<file path="src/rtl/emulib_ready_valid_eager_fork_if.sv">
// Handshake bundle for the eager fork: one upstream ready/valid port fanned out to
// BRANCHES downstream ready/valid ports sharing a single payload.
interface emulib_ready_valid_eager_fork_if #(
    parameter int BRANCHES   = 2,
    parameter int DATA_WIDTH = 32
);
    logic                  i_valid;
    logic                  i_ready;
    logic [DATA_WIDTH-1:0] i_data;
    logic [BRANCHES-1:0]   i_mask;
    logic [BRANCHES-1:0]   o_valid;
    logic [BRANCHES-1:0]   o_ready;
    logic [DATA_WIDTH-1:0] o_data;

    // The fork itself: consumes upstream valid/payload and branch readies.
    modport master (
        input  i_valid, i_data, i_mask, o_ready,
        output i_ready, o_valid, o_data
    );

    // The environment around the fork: upstream producer plus branch consumers.
    modport slave (
        output i_valid, i_data, i_mask, o_ready,
        input  i_ready, o_valid, o_data
    );
endinterface

</file>
<file path="src/rtl/emulib_ready_valid_eager_fork.sv">
// Eager ready/valid fork: each selected branch is offered the upstream transfer
// independently and the upstream is released once every selected branch has taken it.
module emulib_ready_valid_eager_fork #(
    parameter int BRANCHES   = 2,
    parameter int DATA_WIDTH = 32,
    parameter int CNT_WIDTH  = 16
) (
    input  logic                 clk,
    input  logic                 rstn,
    emulib_ready_valid_eager_fork_if.master bus,
    output logic                 o_busy,
    output logic [CNT_WIDTH-1:0] o_count
);

    logic [BRANCHES-1:0] done;
    logic [BRANCHES-1:0] valid_out;
    logic [BRANCHES-1:0] handshake;
    logic [BRANCHES-1:0] complete;
    logic                accept;

    // o_valid never looks at o_ready, so no ready-to-valid combinational path exists.
    assign valid_out = {BRANCHES{bus.i_valid}} & bus.i_mask & ~done;
    assign handshake = valid_out & bus.o_ready;
    assign complete  = done | ~bus.i_mask | handshake;
    assign accept    = bus.i_valid & bus.i_ready;

    assign bus.o_valid = valid_out;
    assign bus.i_ready = &complete;
    assign bus.o_data  = bus.i_data;
    assign o_busy      = |done;

    always_ff @(posedge clk or negedge rstn) begin
        if (!rstn) begin
            done    <= '0;
            o_count <= '0;
        end else if (accept) begin
            done    <= '0;
            o_count <= o_count + CNT_WIDTH'(1);
        end else begin
            // Remember branches that took the payload so they are not offered it twice.
            done <= done | handshake;
        end
    end

endmodule

</file>
<file path="src/flat_wrapper.sv">
// flat-port wrapper written by rule: the top's interface ports become plain ports
module emulib_ready_valid_eager_fork_flat 
#(
    parameter int BRANCHES   = 2,
    parameter int DATA_WIDTH = 32,
    parameter int CNT_WIDTH  = 16
)
  (clk, rstn, o_busy, o_count, bus_i_valid, bus_i_data, bus_i_mask, bus_o_ready, bus_i_ready, bus_o_valid, bus_o_data);
  emulib_ready_valid_eager_fork_if #(.BRANCHES(BRANCHES), .DATA_WIDTH(DATA_WIDTH)) bus_i ();
  input  logic clk;
  input  logic rstn;
  output logic o_busy;
  output logic [CNT_WIDTH-1:0] o_count;
  input wire logic [$bits(bus_i.i_valid)-1:0] bus_i_valid;
  input wire logic [$bits(bus_i.i_data)-1:0] bus_i_data;
  input wire logic [$bits(bus_i.i_mask)-1:0] bus_i_mask;
  input wire logic [$bits(bus_i.o_ready)-1:0] bus_o_ready;
  output wire logic [$bits(bus_i.i_ready)-1:0] bus_i_ready;
  output wire logic [$bits(bus_i.o_valid)-1:0] bus_o_valid;
  output wire logic [$bits(bus_i.o_data)-1:0] bus_o_data;
  assign bus_i.i_valid = bus_i_valid;
  assign bus_i.i_data = bus_i_data;
  assign bus_i.i_mask = bus_i_mask;
  assign bus_i.o_ready = bus_o_ready;
  assign bus_i_ready = bus_i.i_ready;
  assign bus_o_valid = bus_i.o_valid;
  assign bus_o_data = bus_i.o_data;
  emulib_ready_valid_eager_fork #(.BRANCHES(BRANCHES), .DATA_WIDTH(DATA_WIDTH), .CNT_WIDTH(CNT_WIDTH)) u_core (.clk(clk), .rstn(rstn), .bus(bus_i), .o_busy(o_busy), .o_count(o_count));
endmodule
</file>
<file path="config.mk">
export PLATFORM = sky130hd
export DESIGN_NAME = emulib_ready_valid_eager_fork_flat
export DESIGN_NICKNAME = d
export VERILOG_FILES = /design/src/rtl/emulib_ready_valid_eager_fork_if.sv /design/src/rtl/emulib_ready_valid_eager_fork.sv /design/src/flat_wrapper.sv
export SDC_FILE = /design/constraint.sdc
export NUM_CORES = 1
export LEC_CHECK = 0
export ABC_CLOCK_PERIOD_IN_PS = 1300
export CAP_MARGIN = 40
export CORE_MARGIN = 2
export CORE_UTILIZATION = 30
export CTS_CLUSTER_SIZE = 24
export DETAILED_ROUTE_END_ITERATION = 10
export PLACE_DENSITY = 0.76
export SLEW_MARGIN = 5
export SYNTH_ARGS = -nofsm -noshare
export SYNTH_HDL_FRONTEND = slang
export SYNTH_SLANG_ARGS = --single-unit
export TNS_END_PERCENT = 1
</file>
<file path="constraint.sdc">
create_clock -name clk -period 1.3 [get_ports clk]
set_input_delay 0.13 -clock clk [delete_from_list [all_inputs] [get_ports clk]]
set_output_delay 0.13 -clock clk [all_outputs]
set_load 0.01 [all_outputs]
</file>
# Word-level counts from Yosys, hierarchy flattened
# Index checks and enable logic that the tools add are counted.
# Widths: inputs -> output; s select.
# totals
register_bits	18
input_bits	39
elab_cells	15
# op_classes
addsub	1
n_mux	1
bitwise	9
n_reduce_logical	2
# op_table
op	n
$add 16x1->16 const B	1
$and 2x2->2	3
$or 2x2->2	3
$not 2->2	2
$mux 2	1
$reduce_and 2->1	1
$reduce_or 2->1	1
$and 1x1->1	1

# Longest topological paths before layout
# logic_depth
word_depth	7
ltp_mapped	5
depth_no_buf	5

# Least setup slack after synthesis
# No wires, ideal clock.
# synth_path
path_type	flip-flop to flip-flop
from	register u_core.o_count[5]
to	register u_core.o_count[15]
setup_ns	0.079
arrival_ns	1.297
required_ns	1.221
setup_slack_ns	-0.076
path_stages_with_launch	5
n_path_buf	0
period_less_slack_ns	1.376
cell_sequence	dfrtp_1 -> and4_4 -> o2111ai_4 -> nor4_4 -> xor2_1
# synth_via
elab_chain_len	1
# synth_lines
item	line	rtl
start, declared	emulib_ready_valid_eager_fork.sv:12	output logic [CNT_WIDTH-1:0] o_count
start signal, assigned	emulib_ready_valid_eager_fork.sv:38	o_count <= o_count + CNT_WIDTH'(1);
$add 16x1->16	emulib_ready_valid_eager_fork.sv:38	
# No other way between the ends.
# A chain may end at the register's enable or synchronous reset.

# Worst setup path in the final report
# layout_path
from	register u_core.done[0]
to	register u_core.o_count[12]
# layout_via
elab_chain_len	6
word_cells_on_any_way	7
cone_classes	bitwise (6); reduce/logical (1)
# layout_lines
item	line	rtl
start, declared	emulib_ready_valid_eager_fork.sv:15	logic [BRANCHES-1:0] done;
start signal, assigned	emulib_ready_valid_eager_fork.sv:41	done <= done | handshake;
$not 2->2	emulib_ready_valid_eager_fork.sv:22	assign valid_out = {BRANCHES{bus.i_valid}} & bus.i_mask & ~done;
$and 2x2->2	emulib_ready_valid_eager_fork.sv:22	
$and 2x2->2	emulib_ready_valid_eager_fork.sv:23	assign handshake = valid_out & bus.o_ready;
$or 2x2->2 *	emulib_ready_valid_eager_fork.sv:24	assign complete = done | ~bus.i_mask | handshake;
$reduce_and 2->1 *	emulib_ready_valid_eager_fork.sv:28	assign bus.i_ready = &complete;
$and 1x1->1 *	emulib_ready_valid_eager_fork.sv:25	assign accept = bus.i_valid & bus.i_ready;
# Every way passes the cells marked *; elsewhere a longest branch is shown, timed or not.

==> impl_results.md <==
* HPWL after detailed placement at 1798 µm
* # H-tree levels at 1
* Final net count at 175
* CP Data Required Time at 1.44 ns
* LEAKAGE at about 0.69 nW
* Failing checks: negative setup slack
* Adder-Cell Fraction of Synth Area at under 10%
* Die area at 4512 µm²
* Final hold slack at 0.2001 ns
* Simple logic cell fraction of the synthesized area at 19.44%
* # IOs at 91
* Slew @ Worst Pin at 0.3476 ns
* Slew HR at 76.81%
* CP max stage cell: dfrtp_1
* Worst path top cell family by delay: simple AND/OR/NAND/NOR gates
* Setup ws final at -0.1402 ns
* Xor/xnor share of the synthesized area at 10.97%
* Max_cap viols at 0
* Final instance area at between 1000 and 1500 µm²
* Syn nets at 157
* CP startpoint kind: flip-flop
* Placed Area at about 1400 µm²
* Final min period at 1.440 ns
* Total CTS buffers at 3
* Ant. Diodes at 0
* Multi-input gate area at 506.7 µm²
* Final setup vio count at 16
* Mux cell area share after synthesis at less than 1%
* Power Dens Cells at 1318 nW/µm²
* Clk_lat worst skew at 0.26 ns
* Die Wd at 67.18 µm
* Clock skew at 0.004585 ns
* Routed wire per std cell at 13.29 µm
* Count of flip-flops with a built-in enable after synthesis at 0
* Overflow left after global routing at 0
* Count leader, synth: buf_4
* Routability Congestion at 0.8636
* Hold WC Path Type: input pin to asynchronous set/reset pin
* Max incr delay on CP at 0.40 ns
* Post-route DRC at 0
* WS Path Type: flip-flop to flip-flop
* Final Util at between 30% and 40%
* Yosys cell types at 30
* Area grow syn2layout at 24.24%
* Top post-synthesis cells by count: buf_4, dfrtp_1, xnor2_1
* Detail Route Antenna Nets at 0
* Initial Util at 31.99%
* Largest net degree at the start of global routing at 19
* Hold violation count in the final report at 0
* CP max FO at 5
* CTS Sinks at 18
* Synthesis Warnings at 0
* Vias per cell at 4.582
* First-pass GRT wire length at 3850 µm
* CTS tree: done
* Final period util at 110.8%
* Status: finished, violations left
* Synth top area share at 37.62%
* Gate Count Post-Synth at 117
* Area leader, netlist: dfrtp_1
* Number of DRC markers in iteration 0 at 8
* Total GRT Usage at 11.32%
* Clock transition at the registers of the reported paths at 0.07 ns
* CP arrival at 1.58 ns
* Mapped Area at 1197 µm²
* Ys flop type: dfrtp_1
* Final Power at 0.001961 W
* Area of the core at 3744 µm²
* Layout cell share with drive strength beyond 1 at between 30% and 40%
* Combinational family with the most area after synthesis: buffers and inverters
* # fillers at 379
* FF/Latch Area at 456.7 µm²
* Drt first pass iters at 4
* Synth Area in Compound Gates at 8.046%
* Rows at 22
* Cell-by-cell trace of the critical path: buf_6 > nor3b_4 > nand3b_1 > nor3_2 > xor2_1
* Area contributors post-synth: dfrtp_1, buf_4, xnor2_1
* Crit. End Element: flip-flop
* Synth Area per Inst at 10.23 µm²
* Chip Height at around 67 µm
* Vias in the first global route at 865
* Max Transition Viols Final at 0
* Clock root buffer: clkbuf_8
* Post-route setup TNS at -1.376 ns
* FMAX at 694.3 MHz
* Max clock buf depth at 2
* IO Port Bufs at 26
* Routed Wire Length at around 2400 µm
* Buf/Inv on CP at 1
* Maximum VDD drop at 0.9386 mV
* # hold bufs at CTS at 0
* Post-synth ARST share at 100.0%
* Synth Register Bits at 18
* Initial antenna violation count at 0
* RSZ-0062 raised after global routing: true
* Vias at 834
* Post-synthesis sequential area ratio at 37.62%
path summary, 6_finish.rpt:
path / startpoint / to / slack, ns / cells past startpoint
setup / recovery: u_core.done[0] / u_core.o_count[12] / -0.14 / 5
hold / removal: rstn / u_core.o_count[10] / 0.20 / 2
setup reg to reg: u_core.done[0] / u_core.o_count[12] / -0.14 / 5
hold reg to reg: u_core.o_count[15] / u_core.o_count[15] / 0.47 / 1
max in group asynchronous: rstn / u_core.o_count[0] / 0.88 / 2
min in group clk: bus_i_data[13] / bus_o_data[13] / 0.26 / 0
final cells by class:
type / count / area share (%)
flip-flops and latches: 18 / 30.70
inverters: 4 / 1.009
repair buffers: 46 / 26.49
well taps: 48 / 4.037
clock buffers: 4 / 3.701
multi-input cells: 62 / 34.06
kinds of logic (layout without fill, tap and decap cells):
kind of cell	Yosys count	after routing
xor+xnor	15	15
compound gates	8	8
fa+ha+maj	1	1
mux	1	1
simple gates	37	37
flops	18	18
buf+inv	37	54
registers in the layout, indices dropped and copies added (netlist names):
name / flops
u_core.done: 2
u_core.o_count: 16
metal layers:
metal  up-vias  routed length (µm)  global-route usage, %
li1        397                   -                      -
met1       407                1001                  13.37
met2        24                1200                  18.44
met3         6                 195                  4.500
met4         0                  21                  4.337
met5         -                   0                      0
stage by stage:
step           setup slack (ns)  instances
2_1_floorplan          -0.04202        117
3_3_place_gp            -0.4224        176
3_5_place_dp            -0.4792        176
4_1_cts                 -0.1497        181
5_1_grt                 -0.1948        182
6_report                -0.1402        182
power by group:
part	internal (W)	switching [W]	total (W)
clock network	0.000269	0.000194	0.000463
logic	0.000387	0.000348	0.000736
registers	0.000673	0.0000886	0.000761
total	0.00133	0.000631	0.00196
cell usage in the layout, fill, tap and decap left out, drive strengths merged, types with 6 or more instances in the layout:
cell type and n:
dfrtp 18, dlygate4sd2 17, xnor2 9, nand2 7, nand3 6, xor2 6
buf 22
timing repair:
action                                  CTS  global route
endpoints found under the setup margin   34            21
pin swaps                                 3             8
resized for setup                        30            10
buffers inserted                          1             1
Note: power is estimated with default switching activity, not from simulation.
==> RTL edit (same flow settings) <==
Register the output `o_count` once more, with the module's reset; this adds one clock of latency there. The other outputs are not delayed to match.
--- a/src/rtl/emulib_ready_valid_eager_fork.sv
+++ b/src/rtl/emulib_ready_valid_eager_fork.sv
@@ -11,6 +11,8 @@
     output logic                 o_busy,
     output logic [CNT_WIDTH-1:0] o_count
 );
+
+    logic [CNT_WIDTH-1:0] o_count_s0;
 
     logic [BRANCHES-1:0] done;
     logic [BRANCHES-1:0] valid_out;
@@ -32,15 +34,23 @@
     always_ff @(posedge clk or negedge rstn) begin
         if (!rstn) begin
             done    <= '0;
-            o_count <= '0;
+            o_count_s0 <= '0;
         end else if (accept) begin
             done    <= '0;
-            o_count <= o_count + CNT_WIDTH'(1);
+            o_count_s0 <= o_count_s0 + CNT_WIDTH'(1);
         end else begin
             // Remember branches that took the payload so they are not offered it twice.
             done <= done | handshake;
         end
     end
 
+    always_ff @(posedge clk or negedge rstn) begin
+        if (!rstn) begin
+            o_count <= '0;
+        end else begin
+            o_count <= o_count_s0;
+        end
+    end
+
 endmodule
 
Check against the original RTL: not equivalent (Yosys sat finds a counterexample within 4 cycles, from zero or initial values and one cycle with rstn low).
==> RTL edit against the original RTL <==
  * The run still ends with negative setup slack left
  * Routed wire length up 0.25%
  * Area after synthesis rose by 26%
  * Count of clock-buffer cells in the layout increased by 1
  * Final area grew 30%
  * Power rose by 63%
  * Final cell count grew 14%
  * First-iteration DRC count rose to 4.6 times the old value
  * Clock power increased by 150%
  * Setup slack gained 0.023 ns
  * Maximum frequency is 1.6% higher
  * Sequential cell count increased by 16
  * Sequential share of layout area up 13 points
  * Die area increased by 24%
  * Critical path type is now in2reg
  * Largest cell class is now flip-flops and latches
==> RTL edit: results (changes against the original RTL) <==
Synthesis
  – Predominant post-synthesis flop cell: dfrtp_1
  – Fraction of the yosys area taken by sequential cells: 56.3% (+19 points)
  – Syn Nets: 160 (+1.9%)
  – Area contributors post-synth: dfrtp_1 (56%), buf_4 (16%), xnor2_1 (7.0%)
  – Synth top cells by count: dfrtp_1 (34), buf_4 (32), xnor2_1 (12), nand3_1 (6), nand2_1 (5)
  – Number of flops mapped to enable cells by yosys: 0 (unchanged)
  – Fraction of synthesis flops using an asynchronous set or reset pin: 100% (unchanged)
  – Synth warn: 0 (unchanged)
  – Number of distinct standard cells referenced by the synthesized netlist: 20 (-33%)

Cells and area
  – Ratio of cells with drive above 1 in the final layout: 31.9% (-5.4 points)
  – Largest registers: u_core.o_count x16, u_core.o_count_s0 x16, u_core.done x2
  – Diodes inserted: 0 (unchanged)
  – # nets final: 180 (+2.9%)
  – Filler Cell Count: 462 (+22%)

Global routing
  – Global-route usage over all layers: 9.97% (-1.3 points)
  – Initial antenna violation count: 0 (unchanged)
  – Global-route wire length before repair: 4120 µm (+7.0%)
  – Pin count of the biggest net entering global routing: 35 (+16)
  – Vias in the first global route: 914 (+5.7%)
  – Gr ovfl total: 0 (unchanged)

STA
  – Post-route clock skew: 0.00475 ns (+0.000164 ns)
  – Total setup violations reported at the end of the flow: 13 (-3)
  – Tightest slew margin relative to the limit: 78.2% (+1.4 points)
  – Final Hold Slack: 0.220 ns (+0.0196 ns)
  – Final-report max-slew violation count: 0 (unchanged)
  – Final WS setup: -0.118 ns (+0.0226 ns)

CTS
  – CTS buffer count: 5 (+2)
  – Worst-path clk slew: 0.07 ns (about the same)
  – Maximum number of buffers from clock root to sink: 2 (unchanged)
  – Worst skew pair latency: 0.28 ns (+0.02 ns)
  – H-tree levels: 2 (+1)
  – Cell chosen for the clock root: clkbuf_8

Detailed routing
  – Number of nets still failing antenna checks after routing: 0 (unchanged)
  – DRT Pass-1 Iters: 3 (-1)
  – Detail-routed net length per standard cell: 11.7 µm (-12%)
  – Violation count after the first detailed-route iteration: 37 (+29)
  – Post-DR vias/cell: 4.18 (-8.8%)

Outcome
  – Outcome: finished, violations left
  – Failing checks: negative setup slack

Placed design
  – IO Port Bufs: 26 (unchanged)
  – Placer congestion estimate: 0.754 (-13%)
  – HPWL Detailed: 1710 µm (-4.7%)

Setup path
  – Maximum net fanout on the critical path: 5 (unchanged)

Worst hold path
  – Hold WC Path Type: in2async

Pwr
  – Lkg Pwr: 0.984 nW (+43%)
  – Worst-case vdd ir drop: 0.000605 V (-36%)
[RTL edit: changes by cell type in the layout (fill, tap and decap cells not counted), sizes merged, moves of 3 or more]
cell	unedited run	this run
dlymetal6s2s	1	8
xor2	6	3
dlygate4sd2	17	1
dfrtp	18	34
clkdlybuf4s50	4	13
xnor2	9	12
inv	4	1
[RTL edit: logic make-up after synthesis]
group                      after synthesis  share of synthesized area, %
adders and majority gates                1                         0.828
AOI/OAI and AO/OA                        3                         0.994
and+or+nand+nor                         33                          16.2
DFF                                     34                          56.3
xor gates and xnor gates                15                          8.70
buffers and inverters                   33                          16.2
muxes                                    1                         0.746
[RTL edit: where the power goes]
part           switching, W  internal [W]
Combinational      0.000289      0.000409
Clock              0.000378      0.000768
Sequential         0.000122       0.00124
Total              0.000789       0.00242
[RTL edit: critical path, cell delays in order]
cell,delay [ns]
clkdlybuf4s50_1,0.46
nor3b_4,0.20
buf_6,0.13
nor4_4,0.35
nand4_1,0.15
xnor2_1,0.16
[RTL edit: per-layer routing]
| metal | global-route usage [%] | vias up | part of all wire, % |
|---|---|---|---|
| met5 | 0 | - | 0 |
| met4 | 5.95 | 0 | 4.5 |
| met3 | 4.28 | 24 | 9.1 |
| met2 | 15.7 | 40 | 46 |
| met1 | 11.2 | 392 | 41 |
| li1 | - | 413 | - |
[RTL edit: worst paths after layout]
| kind | from | end | depth (start not counted) |
|---|---|---|---|
| min in group clk | bus_i_data[25] | bus_o_data[25] | 0 |
| hold / removal | rstn | u_core.o_count[15] | 2 |
| hold reg to reg | u_core.o_count_s0[15] | u_core.o_count[15] | 0 |
| max in group asynchronous | rstn | u_core.done[0] | 2 |
| setup / recovery | bus_i_mask[0] | u_core.o_count_s0[8] | 6 |
| setup reg to reg | u_core.done[1] | u_core.o_count_s0[1] | 4 |
[RTL edit: through the flow]
stage | TNS (ns) | setup WS, ns | cell area [µm²] | cells
2_1_floorplan | -0.0702 | -0.0322 | 1510 | 120
3_3_place_gp | -5.58 | -0.365 | 1750 | 198
3_5_place_dp | -5.96 | -0.390 | 1750 | 198
4_1_cts | -1.26 | -0.138 | 1910 | 208
5_1_grt | -3.08 | -0.306 | 1940 | 208
6_report | -0.938 | -0.118 | 1940 | 208
[RTL edit: cell type report]
type	instances	area, µm²	share of cell area [%]
sequential	34	853	44.1
multi-input combinational	53	440	22.7
tap	67	83.8	4.33
inverter	1	3.75	0.194
timing repair buffer	45	418	21.6
clock inverter	3	68.8	3.55
clock buffer	5	68.8	3.55
[RTL edit: timing repair]
| item | in CTS | in global routing |
|---|---|---|
| gates cloned | 0 | 0 |
| setup endpoints to repair | 17 | 30 |
| setup buffers | 2 | 0 |
| gates resized for setup | 21 | 12 |
| pin swaps | 11 | 2 |
